## config.mk

```make
export PLATFORM = sky130hd
export DESIGN_NAME = ex_branch_resolve_stage
export DESIGN_NICKNAME = d
export VERILOG_FILES = /design/src/rtl/rv_ex_pkg.sv /design/src/rtl/branch_cond_eval.sv /design/src/rtl/ex_branch_resolve_stage.sv
export SDC_FILE = /design/constraint.sdc
export NUM_CORES = 1
export LEC_CHECK = 0
export ABC_CLOCK_PERIOD_IN_PS = 8100
export BUFFER_PORTS_ARGS = -buffer_cell sky130_fd_sc_hd__buf_2
export CAP_MARGIN = 20
export CORE_AREA = 4 4 210 212
export CTS_BUF_LIST = sky130_fd_sc_hd__clkbuf_2
export CTS_CLUSTER_SIZE = 16
export DETAILED_ROUTE_END_ITERATION = 10
export DIE_AREA = 0 0 214 216
export SLEW_MARGIN = 0
export SYNTH_ARGS = -nofsm -noshare
export SYNTH_HDL_FRONTEND = slang
export SYNTH_SLANG_ARGS = --single-unit
```

## constraint.sdc

```tcl
create_clock -name clk -period 8.1 [get_ports clk]
set_input_delay 0.81 -clock clk [delete_from_list [all_inputs] [get_ports clk]]
set_output_delay 0.81 -clock clk [all_outputs]
set_load 0.005 [all_outputs]
```

## src/rtl/rv_ex_pkg.sv

```systemverilog
// rv_ex_pkg: shared execute-stage types and widths
package rv_ex_pkg;
  localparam int XLEN = 64;
  localparam int REG_ADDR_W = 5;
  typedef enum logic [2:0] {
    BR_NONE = 3'd0,
    BR_BEQ  = 3'd1,
    BR_BNE  = 3'd2,
    BR_BLT  = 3'd3,
    BR_BGE  = 3'd4,
    BR_JAL  = 3'd5,
    BR_JALR = 3'd6
  } br_type_t;
  function automatic logic is_link(input br_type_t t);
    return t == BR_JAL || t == BR_JALR;
  endfunction
endpackage

```

## src/rtl/branch_cond_eval.sv

```systemverilog
// branch_cond_eval: branch taken decision from ALU flags
module branch_cond_eval
  import rv_ex_pkg::*;
(
  input  br_type_t br_type,
  input  logic     zero,
  input  logic     lt,
  output logic     taken,
  output logic     is_branch
);
  always_comb begin
    is_branch = br_type inside {BR_BEQ, BR_BNE, BR_BLT, BR_BGE, BR_JAL, BR_JALR};
    taken = br_type == BR_BEQ ? zero :
            br_type == BR_BNE ? ~zero :
            br_type == BR_BLT ? lt :
            br_type == BR_BGE ? ~lt : is_link(br_type);
  end
endmodule

```

## src/rtl/ex_branch_resolve_stage.sv

```systemverilog
// ex_branch_resolve_stage: resolves branches, redirects fetch, squashes shadow
// instructions and registers the EX/MEM pipeline stage.
module ex_branch_resolve_stage
  import rv_ex_pkg::*;
#(
  parameter int SHADOW = 1,
  parameter int CNT_W = 32
) (
  input  logic                  clk,
  input  logic                  reset,
  input  logic                  in_valid,
  output logic                  in_ready,
  input  logic [XLEN-1:0]       in_pc,
  input  logic [XLEN-1:0]       in_imm,
  input  logic [2:0]            in_br_type,
  input  logic [REG_ADDR_W-1:0] in_rd,
  input  logic                  in_reg_write,
  input  logic                  in_mem_read,
  input  logic                  in_mem_write,
  input  logic [XLEN-1:0]       in_store_data,
  input  logic [XLEN-1:0]       alu_result,
  input  logic                  alu_zero,
  input  logic                  alu_lt,
  output logic                  out_valid,
  input  logic                  out_ready,
  output logic [XLEN-1:0]       out_result,
  output logic [XLEN-1:0]       out_store_data,
  output logic [REG_ADDR_W-1:0] out_rd,
  output logic                  out_reg_write,
  output logic                  out_mem_read,
  output logic                  out_mem_write,
  output logic                  redirect_valid,
  output logic [XLEN-1:0]       redirect_pc,
  output logic [CNT_W-1:0]      perf_branches,
  output logic [CNT_W-1:0]      perf_taken
);
  localparam logic [1:0] SH = SHADOW[1:0];
  br_type_t br;
  logic taken, is_branch, accept, squash, take_in, redir;
  logic [1:0] sq_cnt;
  logic [XLEN-1:0] target, result;
  assign br = br_type_t'(in_br_type);
  branch_cond_eval u_cond (
    .br_type(br),
    .zero(alu_zero),
    .lt(alu_lt),
    .taken(taken),
    .is_branch(is_branch)
  );
  always_comb begin
    in_ready = ~out_valid | out_ready;
    accept = in_valid & in_ready;
    squash = accept & (sq_cnt != 2'd0);
    take_in = accept & ~squash;
    redir = take_in & taken;
    target = br == BR_JALR ? {alu_result[XLEN-1:1], 1'b0} : in_pc + in_imm;
    result = is_link(br) ? in_pc + XLEN'(4) : alu_result;
  end
  always_ff @(posedge clk) begin
    if (reset) begin
      out_valid <= 1'b0;
      out_result <= '0;
      out_store_data <= '0;
      out_rd <= '0;
      out_reg_write <= 1'b0;
      out_mem_read <= 1'b0;
      out_mem_write <= 1'b0;
      redirect_valid <= 1'b0;
      redirect_pc <= '0;
      perf_branches <= '0;
      perf_taken <= '0;
      sq_cnt <= '0;
    end else begin
      redirect_valid <= redir;
      if (redir) redirect_pc <= target;
      if (take_in) begin
        out_valid <= 1'b1;
        out_result <= result;
        out_store_data <= in_store_data;
        out_rd <= in_rd;
        out_reg_write <= in_reg_write;
        out_mem_read <= in_mem_read;
        out_mem_write <= in_mem_write;
      end else if (in_ready) begin
        out_valid <= 1'b0;
      end
      // a squashed accept still consumes one shadow slot
      if (redir) sq_cnt <= SH;
      else if (squash) sq_cnt <= sq_cnt - 2'd1;
      if (take_in && is_branch && !(&perf_branches)) perf_branches <= perf_branches + CNT_W'(1);
      if (redir && !(&perf_taken)) perf_taken <= perf_taken + CNT_W'(1);
    end
  end
endmodule

```

==> reports/results.tsv, run 1 <==
stage	metric	value	unit
outcome	outcome	completed	
clock_tree	clock tree from TritonCTS	built	
sta	Final Setup Violations	0	
logic_synthesis	number of flops mapped to enable cells by yosys	0	
global_routing	initial antenna violation count	5	
floorplan	Die Y	216	um
floorplan	Die Wd	214	um
route	WL per Instance	19.6	um
sta	RSZ-0062 raised after global routing	false	
flow_run	Max Cap Viol	0	
floorplan	I/O Pins	540	
route	Max Used Layer	met4	
critical_path	crit start category	input port	
route	drt via density	5.40	
finish	most frequent cells in the layout	buf_2, nand2_1, nor2_1	
logic_synthesis	Synth cell types	77	
logic_synthesis	Syn Area/Cell	7.56	um^2
global_routing	GR Overflow Total	0	
logic_synthesis	asr flop ratio synth	0	
sta	Final Critical Period	3.18	ns
critical_path	WS Path Type	input port to flip-flop	
logic_synthesis	Post-Synthesis Cells	2074	
clock_tree	Worst-path clk slew	0.09	ns
power_and_ir_drop	peak supply drop	0.0000963	V
floorplan	initial core utilization	0.374	
placement	RePlAce Congestion	0.946	
sta	Rel. slew slack	0.329	
power_and_ir_drop	Leak	9.29	nW
sta	Hold Vio Cnt, Final	0	
critical_path	crit path capture type	flip-flop	
clock_tree	clk sinks	268	
clock_tree	CTS buffer count	77	
sta	Clock Skews	0.0746	ns
floorplan	core area	41900	um^2
critical_path	crit path max fanout	5	
global_routing	first-pass GRT wire length	99.4	mm
finish	final core utilization	0.491	
route	met3 wire length	5.25	mm
global_routing	vias in the first global route	17500	
finish	layout cells sized above 1	0.258	
sta	period utilisation layout	0.392	
sta	Max Fclk	315	MHz
route	Met2 Routed Length	30.4	mm
clock_tree	Root Buffer	clkbuf_2	
clock_tree	Post-CTS Setup Inserts	0	
critical_path	crit path DAT	4.09	ns
logic_synthesis	Top FF cell, synth	dfxtp_1	
logic_synthesis	synth warn	0	
route	DR iter-0 viols	1183	
worst_hold_path	hold path cells	4	
power_and_ir_drop	P per Cell Area	181	nW/um^2
critical_path	Reg2Reg Depth	10	
sta	setup tns final	0	ns
placement	Post-DP HPWL	48.7	mm
sta	Hold WS	0.123	ns
finish	area delta synth->final	31.4	%
sta	Slew Limit Fails	0	
sta	worst-margin pin slew	0.999	ns
logic_synthesis	Post-Syn Nets	2415	
route	First-pass DRT Iterations	5	
clock_tree	hold-fix buffers at CTS	117	
route	via count	17800	
route	# DRC	0	
clock_tree	H-tree depth	3	
finish	leading cell type in the layout, fill and taps excluded	buf_2	
global_routing	GRT Resource Usage Total	0.266	
floorplan	Rows	75	
worst_hold_path	Tightest Hold Check Type	input port to flip-flop	
floorplan	die footprint	46200	um^2
logic_synthesis	register area share after synthesis	0.342	
clock_tree	post-CTS resize count	0	
global_routing	largest net degree at the start of global routing	89	
clock_tree	Worst-Skew Late Latency	1.08	ns
finish	final net count	3034	
logic_synthesis	FF+latch count, synth	268	
clock_tree	clock buffer depth	3	
route	M1 WL	25.9	mm
route	antenna-violating nets left	0	
placement	port bufs	539	
critical_path	Crit path required time	9.01	ns
route	Total Wirelength	64.6	mm
logic_synthesis	mapped cell area	15700	um^2
[critical path, stage by stage]
cell and delay (ns):
buf_2 0.11, ha_1 0.23, fa_1 0.42, a21o_1 0.22, a31oi_1 0.36, o32a_1 0.27, o21ai_2 0.11, a41oi_2 0.35
a21oi_2 0.17, o311ai_0 0.58, nand3b_1 0.17, xnor2_1 0.21, o21ai_0 0.09
[synth_stat cells (5+ instances only)]
| master | number | area (um^2) |
|---|---|---|
| clkbuf_1 | 113 | 424 |
| or3_1 | 27 | 169 |
| o211ai_1 | 10 | 75.1 |
| mux2i_1 | 5 | 50.1 |
| nand2_1 | 298 | 1120 |
| ha_1 | 67 | 838 |
| a21o_1 | 40 | 300 |
| a211oi_1 | 61 | 458 |
| a311oi_1 | 28 | 245 |
| nand2b_1 | 7 | 43.8 |
| and4_1 | 15 | 131 |
| xnor2_1 | 64 | 561 |
| a31oi_1 | 9 | 56.3 |
| a22oi_1 | 20 | 150 |
| o31ai_1 | 8 | 60.1 |
| o21a_1 | 8 | 60.1 |
| or2_2 | 8 | 50.1 |
| nor2_1 | 272 | 1020 |
| dfxtp_1 | 268 | 5370 |
| a21oi_1 | 238 | 1190 |
| a22o_1 | 6 | 52.6 |
| and2_1 | 8 | 50.1 |
| nand4_1 | 47 | 294 |
| inv_1 | 29 | 109 |
| o21bai_1 | 13 | 97.6 |
| buf_2 | 9 | 45.0 |
| nor3_1 | 20 | 100 |
| buf_1 | 6 | 22.5 |
| xor2_1 | 96 | 841 |
| o21ai_0 | 100 | 500 |
| nand3_1 | 76 | 380 |
| and3_1 | 27 | 169 |
[layout make-up]
type / count / area (um^2)
Fill cell: 4247 / 21300
Multi-Input combinational cell: 1648 / 9750
Sequential cell: 268 / 5370
Timing Repair Buffer: 669 / 3980
Tap cell: 539 / 674
Clock buffer: 113 / 566
Clock inverter: 23 / 153
Inverter: 29 / 109
Antenna cell: 8 / 20.0
[registers in the layout, indices dropped and copies added, names as in the netlist, 2 cells and up]
name	count
redirect_pc	64
perf_branches	32
perf_taken	32
out_store_data	64
sq_cnt	2
out_result	64
out_rd	5
[cells by family after synthesis]
family,after synthesis,synth area share
flops,268,0.342
fa+ha+maj,68,0.0547
simple gates,826,0.235
xor+xnor,160,0.0893
mux,5,0.00319
buf+inv,158,0.0386
compound gates,589,0.237
[metrics by stage]
| stage | instance area, um^2 | total power [mW] | setup WS, ns | std cells |
|---|---|---|---|---|
| after floorplan | 15700 | 2.18 | 4.67 | 2074 |
| after global placement | 18700 | 2.63 | 4.02 | 3036 |
| after detailed placement | 18700 | 2.64 | 4.01 | 3036 |
| after CTS | 20600 | 3.77 | 5.04 | 3289 |
| after global routing | 20600 | 3.97 | 4.79 | 3297 |
| final | 20600 | 3.73 | 4.92 | 3297 |
[final timing paths]
| check | slack, ns | to | from |
|---|---|---|---|
| setup / recovery | 4.92 | redirect_pc[54]$_SDFFE_PP0P_ | in_pc[0] |
| hold / removal | 0.12 | redirect_pc[28]$_SDFFE_PP0P_ | alu_result[28] |
| setup reg to reg | 4.94 | redirect_pc[61]$_SDFFE_PP0P_ | sq_cnt[1]$_SDFFE_PP0P_ |
| hold reg to reg | 0.45 | out_result[6]$_SDFFE_PP0P_ | out_result[6]$_SDFFE_PP0P_ |
[where the power goes]
| group | total (mW) | leakage (nW) | switching (mW) | internal (mW) |
|---|---|---|---|---|
| sequential | 1.52 | 2.19 | 0.0731 | 1.45 |
| clock | 1.06 | 0.545 | 0.624 | 0.438 |
| combinational | 1.14 | 6.56 | 0.687 | 0.453 |
| total | 3.73 | 9.29 | 1.38 | 2.34 |
[per-layer routing]
| layer | global-route usage | vias up |
|---|---|---|
| met3 | 0.0802 | 174 |
| li1 | - | 8664 |
| met5 | 0 | - |
| met2 | 0.443 | 710 |
| met1 | 0.313 | 8261 |
| met4 | 0.130 | 0 |
No activity file was read; power rests on OpenSTA's default activity.
==> run 2: changes to the inputs <==
--- a/config.mk
+++ b/config.mk
@@ -5,14 +5,14 @@
 export SDC_FILE = /design/constraint.sdc
 export NUM_CORES = 1
 export LEC_CHECK = 0
-export ABC_CLOCK_PERIOD_IN_PS = 8100
+export ABC_CLOCK_PERIOD_IN_PS = 2950
 export BUFFER_PORTS_ARGS = -buffer_cell sky130_fd_sc_hd__buf_2
 export CAP_MARGIN = 20
-export CORE_AREA = 4 4 210 212
+export CORE_AREA = 4 4 205 207
 export CTS_BUF_LIST = sky130_fd_sc_hd__clkbuf_2
 export CTS_CLUSTER_SIZE = 16
 export DETAILED_ROUTE_END_ITERATION = 10
-export DIE_AREA = 0 0 214 216
+export DIE_AREA = 0 0 209 211
 export SLEW_MARGIN = 0
 export SYNTH_ARGS = -nofsm -noshare
 export SYNTH_HDL_FRONTEND = slang
==> constraint.sdc (replaced) <==
create_clock -name clk -period 2.95 [get_ports clk]
set_input_delay 0.295 -clock clk [delete_from_list [all_inputs] [get_ports clk]]
set_output_delay 0.295 -clock clk [all_outputs]
set_load 0.005 [all_outputs]
==> reports/results.tsv, run 2 (same netlist as run 1, synthesis figures left out) <==
stage	metric	value	unit	change
outcome	outcome	finished, violations left		
outcome	failing checks	negative setup slack		
clock_tree	clk sinks	268		unchanged
placement	Place WS	-0.349	ns	-4.36 ns
route	First-pass DRT Iterations	5		unchanged
route	DR iter-0 viols	1435		+21%
sta	RSZ-0062 raised after global routing	true		
placement	port bufs	539		unchanged
clock_tree	Worst-Skew Late Latency	0.92	ns	-0.16 ns
clock_tree	clock buffer depth	3		unchanged
route	antenna-violating nets left	0		unchanged
placement	Placed Area	19900	um^2	+6.3%
global_routing	first-pass GRT wire length	105	mm	+6.0%
critical_path	stages on the worst setup path	17		+4
global_routing	initial antenna violation count	5		unchanged
finish	Largest regs	out_result (64), out_store_data (64), redirect_pc (64)		
finish	# fillers	3758		-12%
finish	most frequent cells in the layout	buf_2, dlygate4sd3_1, nand2_1		
critical_path	crit start category	input port		
sta	Hold WS	0.0728	ns	-0.0506 ns
clock_tree	Root Buffer	clkbuf_2		
finish	leading cell type in the layout, fill and taps excluded	buf_2		
finish	final net count	3375		+11%
critical_path	Crit path required time	3.78	ns	-5.23 ns
floorplan	Die Y	211	um	-2.3%
critical_path	crit-path max cell delay	0.57	ns	about the same
critical_path	Crit-path slowest cell	dlygate4sd3_1		
floorplan	Die Wd	209	um	-2.3%
global_routing	largest net degree at the start of global routing	192		+120%
placement	RePlAce Congestion	0.943		-0.32%
critical_path	crit path capture type	flip-flop		
sta	Setup WS post-layout	-0.0717	ns	-5.00 ns
sta	Final Setup Violations	3		+3
critical_path	Reg2Reg Depth	9		-1
critical_path	WS Path Type	input port to flip-flop		
critical_path	Worst path most repeated cell	buf_4		
power_and_ir_drop	Design Power	10.8	mW	+190%
power_and_ir_drop	peak supply drop	0.000322	V	+230%
finish	design area	23800	um^2	+16%
floorplan	die footprint	44100	um^2	-4.6%
sta	period utilisation layout	1.02		
route	Met2 Routed Length	33.2	mm	+9.4%
route	drt via density	5.37		-0.55%
route	met3 wire length	4.91	mm	-6.5%
critical_path	crit path DAT	3.85	ns	-0.24 ns
power_and_ir_drop	Leak	10.9	nW	+17%
sta	Max Fclk	331	MHz	
worst_hold_path	Tightest Hold Check Type	input port to flip-flop		
route	Total Wirelength	69.2	mm	+7.2%
critical_path	crit path max fanout	5		unchanged
power_and_ir_drop	P per Cell Area	452	nW/um^2	+150%
route	M1 WL	27.3	mm	+5.2%
floorplan	initial core utilization	0.389		+0.0146
sta	Rel. slew slack	0.333		+0.00442
finish	layout cells sized above 1	0.289		+0.0310
route	WL per Instance	19.1	um	-2.6%
critical_path	worst-path cell chain	dlygate4sd3_1 > buf_2 > buf_4 > nand3_1 > nor3_2 > buf_4 > and2_0 > nand2_2 > buf_4 > nor2_1 > buf_4 > nand3_1 > xor2_1 > dlygate4sd3_1 > a211oi_1 > a21oi_1 > nor2_1		
finish	area delta synth->final	52.0	%	
route	# DRC	0		unchanged
sta	setup tns final	-0.180	ns	-0.180 ns
critical_path	origin of the critical flop-to-flop path	sq_cnt[0]$_SDFFE_PP0P_		
floorplan	core area	40400	um^2	-3.8%
clock_tree	Worst-path clk slew	0.11	ns	+0.02 ns
flow_run	Max Cap Viol	0		unchanged
floorplan	I/O Pins	540		unchanged
critical_path	Crit path buffers/inverters	7		+6
global_routing	vias in the first global route	19400		+11%
worst_hold_path	hold path cells	5		+1
global_routing	GRT Resource Usage Total	0.295		+0.0288
sta	worst-margin pin slew	0.993	ns	-0.00658 ns
sta	Final Critical Period	3.02	ns	
sta	Clock Skews	0.0516	ns	-0.0231 ns
placement	Post-DP HPWL	50.2	mm	+3.0%
placement	cell count after placement	3180		+4.7%
route	via count	19500		+9.5%
worst_hold_path	Hold Path Origin	in_imm[47]		
sta	Slew Limit Fails	0		unchanged
clock_tree	CTS buffer count	78		+1.3%
clock_tree	H-tree depth	3		unchanged
floorplan	Rows	74		-1.3%
global_routing	GR Overflow Total	0		unchanged
critical_path	CP startpoint	in_pc[9]		
finish	Non-Filler Instances	3629		+10%
finish	final core utilization	0.590		+0.0990
sta	Hold Vio Cnt, Final	0		unchanged
route	Max Used Layer	met4		
critical_path	crit-path leading delay family	buffers and inverters		
clock_tree	clock tree from TritonCTS	built		
run 2: changes by cell type in the layout (fill, tap and decap cells not counted), sizes merged:
cell,previous run,this run
bufinv,2,1
diode,8,6
clkbuf,114,115
dlygate4sd3,117,301
buf,551,707
inv,30,31
run 2: layout make-up:
cell class	count	area, um^2	share of cell area
multi-input cells	1648	9920	0.416
repair buffers	1009	7050	0.296
flip-flops and latches	268	5370	0.225
well taps	532	666	0.0279
clock buffers	114	571	0.0239
clock inverters	23	135	0.00567
inverters	29	109	0.00457
diodes	6	15.0	0.000630
run 2: report_power, final:
group / internal (mW) / switching (mW)
clock network: 1.13 / 1.71
registers: 3.98 / 0.211
logic: 1.68 / 2.05
total: 6.80 / 3.97
run 2: routing by layer:
| metal | GRT usage | up-vias |
|---|---|---|
| li1 | - | 9326 |
| met1 | 0.345 | 9092 |
| met2 | 0.505 | 855 |
| met3 | 0.0642 | 221 |
| met4 | 0.162 | 0 |
| met5 | 0 | - |
run 2: worst paths after layout:
kind / endpoint / slack (ns)
min reg2reg: out_result[4]$_SDFFE_PP0P_ / 0.45
max reg2reg: redirect_pc[55]$_SDFFE_PP0P_ / 0.13
max: out_result[36]$_SDFFE_PP0P_ / -0.07
min: redirect_pc[47]$_SDFFE_PP0P_ / 0.07
run 2: what timing repair did:
action                                 CTS  global route
endpoints found under the hold margin  205             1
gates resized for setup                  0            37
setup endpoints to repair                0            27
setup buffers                            0             5
hold buffers                           302             1
run 2: worst min-delay path: cells and delay by family:
| family | cells | cell delay, ns |
|---|---|---|
| AND/OR/NAND/NOR | 1 | 0.06 |
| buffers and inverters | 1 | 0.08 |
| AO/OA/AOI/OAI | 1 | 0.08 |
| XOR/XNOR | 1 | 0.12 |
| adder cells (fa/ha/maj) | 1 | 0.26 |
==> run 3: changes to the inputs <==
--- a/config.mk
+++ b/config.mk
@@ -8,12 +8,13 @@
 export ABC_CLOCK_PERIOD_IN_PS = 2950
 export BUFFER_PORTS_ARGS = -buffer_cell sky130_fd_sc_hd__buf_2
 export CAP_MARGIN = 20
-export CORE_AREA = 4 4 205 207
+export CORE_AREA = 4 4 206 208
 export CTS_BUF_LIST = sky130_fd_sc_hd__clkbuf_2
 export CTS_CLUSTER_SIZE = 16
 export DETAILED_ROUTE_END_ITERATION = 10
-export DIE_AREA = 0 0 209 211
+export DIE_AREA = 0 0 210 212
 export SLEW_MARGIN = 0
 export SYNTH_ARGS = -nofsm -noshare
 export SYNTH_HDL_FRONTEND = slang
+export SYNTH_HIERARCHICAL = 1
 export SYNTH_SLANG_ARGS = --single-unit
==> reports/results.tsv, run 3 <==
stage	metric	value	unit	change
route	# DRC	0		unchanged
clock_tree	clk sinks	268		unchanged
route	WL per Instance	19.8	um	+4.0%
finish	most frequent cells in the layout	buf_2, nand2_1, dlygate4sd3_1		
critical_path	R2R Path End	redirect_pc[60]$_SDFFE_PP0P_		
logic_synthesis	FF+latch count, synth	268		unchanged
clock_tree	Worst-path clk slew	0.10	ns	about the same
placement	cell count after placement	3244		+2.0%
clock_tree	clock buffer depth	3		unchanged
sta	Final Critical Period	2.92	ns	-0.101 ns
route	DR iter-0 viols	1504		+4.8%
sta	setup tns final	0	ns	+0.180 ns
clock_tree	clock tree from TritonCTS	built		
sta	Clock Skews	0.0606	ns	+0.00903 ns
sta	Hold Vio Cnt, Final	0		unchanged
sta	Setup WS post-layout	0.0295	ns	+0.101 ns
critical_path	crit path capture type	flip-flop		
finish	area delta synth->final	53.7	%	
route	antenna-violating nets left	0		unchanged
placement	Post-DP HPWL	52.7	mm	+5.0%
outcome	outcome	completed		
logic_synthesis	asr flop ratio synth	0		unchanged
logic_synthesis	mapped cell area	15900	um^2	+1.3%
logic_synthesis	register area share after synthesis	0.338		-0.00434
global_routing	GRT Resource Usage Total	0.309		+0.0146
critical_path	crit path DAT	3.78	ns	-0.07 ns
placement	RePlAce Congestion	0.952		+0.94%
critical_path	crit path max fanout	4		-1
route	Total Wirelength	73.2	mm	+5.8%
route	drt via density	5.41		+0.80%
placement	Place WS	-0.420	ns	-0.0714 ns
logic_synthesis	Synth area leaders	dfxtp_1, nand2_1, a21oi_1		
worst_hold_path	Tightest Hold Check Type	input port to flip-flop		
logic_synthesis	Yosys top cell by area	dfxtp_1		
floorplan	Rows	74		unchanged
critical_path	R2R Setup Slk	0.10	ns	-0.03 ns
critical_path	WS Path Type	input port to flip-flop		
logic_synthesis	Post-Synthesis Cells	2085		+0.53%
logic_synthesis	Syn Area/Cell	7.62	um^2	+0.75%
floorplan	initial core utilization	0.392		+0.00319
clock_tree	CTS buffer count	75		-3.8%
sta	Rel. slew slack	0.518		+0.185
placement	port bufs	539		unchanged
critical_path	Reg2Reg Depth	9		unchanged
logic_synthesis	Post-Syn Nets	2426		+0.46%
flow_run	Max Cap Viol	0		unchanged
sta	period utilisation layout	0.990		-0.0343
logic_synthesis	number of flops mapped to enable cells by yosys	0		unchanged
worst_hold_path	hold path cells	7		+2
logic_synthesis	most frequent cells after synthesis	nand2_1, dfxtp_1, a21oi_1		
route	via count	20000		+2.6%
sta	Slew Limit Fails	0		unchanged
logic_synthesis	Top FF cell, synth	dfxtp_1		
worst_hold_path	Hold Path Origin	in_imm[16]		
logic_synthesis	Synth top area share	0.338		-0.00434
critical_path	origin of the critical flop-to-flop path	sq_cnt[0]$_SDFFE_PP0P_		
finish	Non-Filler Instances	3693		+1.8%
global_routing	first-pass GRT wire length	110	mm	+4.7%
finish	leading cell type in the layout, fill and taps excluded	buf_2		
finish	layout cells sized above 1	0.298		+0.00862
floorplan	Die Y	212	um	+0.47%
finish	final net count	3450		+2.2%
sta	Final Setup Violations	0		-3
clock_tree	H-tree depth	3		unchanged
clock_tree	Worst-Skew Late Latency	0.95	ns	+0.03 ns
power_and_ir_drop	peak supply drop	0.000264	V	-18%
logic_synthesis	most common cell in the netlist	nand2_1		
floorplan	core area	40600	um^2	+0.46%
finish	Largest regs	out_result (64), out_store_data (64), redirect_pc (64)		
worst_hold_path	hold worst-path end	redirect_pc[16]$_SDFFE_PP0P_		
floorplan	Die Wd	210	um	+0.48%
global_routing	initial antenna violation count	5		unchanged
sta	Max Fclk	342	MHz	+3.5%
power_and_ir_drop	Leak	11.2	nW	+3.1%
clock_tree	Root Buffer	clkbuf_2		
critical_path	Crit path required time	3.81	ns	+0.03 ns
sta	worst-margin pin slew	0.717	ns	-0.276 ns
critical_path	crit start category	input port		
power_and_ir_drop	P per Cell Area	420	nW/um^2	-7.1%
logic_synthesis	Synth cell types	84		+9.1%
route	First-pass DRT Iterations	6		+1
logic_synthesis	synth warn	6		+6
floorplan	die footprint	44500	um^2	+0.95%
global_routing	largest net degree at the start of global routing	149		-22%
sta	RSZ-0062 raised after global routing	true		
global_routing	vias in the first global route	20000		+2.8%
global_routing	GR Overflow Total	0		unchanged
floorplan	I/O Pins	540		unchanged
run 3: cell count changes after synthesis, moves of 9 or more:
cell,previous run,this run
nor2_1,272,215
nand2_1,298,342
and3_1,27,50
a31oi_1,9,30
a211oi_1,61,41
a22oi_1,20,2
nand4_1,47,34
a21o_1,40,29
and2_1,8,19
xor2_1,96,85
o22ai_1,3,12
run 3: cell type report:
class | instances | area (um^2)
Multi-Input combinational cell | 1662 | 10100
Timing Repair Buffer | 1069 | 7520
Clock buffer | 100 | 500
Clock inverter | 24 | 160
Fill cell | 3708 | 16100
Inverter | 33 | 124
Tap cell | 532 | 666
Antenna cell | 5 | 12.5
Sequential cell | 268 | 5370
run 3: worst max-delay path by stage:
stage	slack (ns)	from	to	cells past startpoint
detailed placement	-0.42	in_pc[0]	redirect_pc[60]$_SDFFE_PP0P_	13
finish	0.03	in_pc[46]	out_result[61]$_SDFFE_PP0P_	14
floorplan	0.02	in_pc[0]	redirect_pc[60]$_SDFFE_PP0P_	12
CTS	0.02	sq_cnt[0]$_SDFFE_PP0P_	redirect_pc[46]$_SDFFE_PP0P_	9
global placement	-0.40	in_pc[0]	redirect_pc[60]$_SDFFE_PP0P_	13
global route	-0.03	in_pc[39]	redirect_pc[52]$_SDFFE_PP0P_	16
run 3: timing repair:
action / 4_1_cts / 5_1_grt
hold endpoints to repair: 206 / 0
hold buffers: 308 / 0
buffers inserted: 0 / 13
gates resized for setup: 0 / 39
setup endpoints to repair: 0 / 32
run 3: cells by family (layout without fill, tap and decap cells):
| family | after synthesis | count (layout) | synth area share |
|---|---|---|---|
| flip-flops | 268 | 268 | 0.338 |
| AND/OR/NAND/NOR | 845 | 846 | 0.243 |
| multiplexers | 7 | 7 | 0.00441 |
| other | 0 | 5 | 0 |
| buffers and inverters | 156 | 1226 | 0.0409 |
| XOR/XNOR | 153 | 153 | 0.0843 |
| AO/OA/AOI/OAI | 588 | 588 | 0.236 |
| adder cells (fa/ha/maj) | 68 | 68 | 0.0540 |
run 3: worst max-delay path: stages:
cell and delay, ns:
dlygate4sd3_1 0.52, buf_2 0.11, buf_4 0.13, and4_4 0.23
and3_4 0.20, and3_4 0.20, and3_4 0.19, and3_4 0.20
nand3_1 0.10, o31ai_1 0.29, dlygate4sd3_1 0.61, a21o_1 0.12
dlygate4sd3_1 0.54, nand2_1 0.05
run 3: metal layers:
layer  wire (um)  GRT usage  vias to the layer above
met4        3870      0.167                        0
met1       28800      0.371                     9299
met5           0          0                        -
met2       34600      0.523                      979
met3        5950     0.0637                      217
li1            -          -                     9501
run 3: report_power, final:
part	internal [mW]	total, mW	leakage [nW]	switching (mW)
Clock	1.10	2.79	0.488	1.70
Sequential	3.89	4.05	2.19	0.159
Combinational	1.61	3.42	8.53	1.80
run 3: per-stage QoR:
stage               hold slack (ns)   util  cell area (um^2)  total power, mW
floorplan                     0.424      -             15900             5.62
global placement              0.439  0.504             20400             6.99
detailed placement            0.443  0.504             20400             7.02
CTS                         0.00266  0.596             24200             10.2
global route                 0.0598  0.602             24400             10.8
finish                       0.0915  0.602             24400             10.3
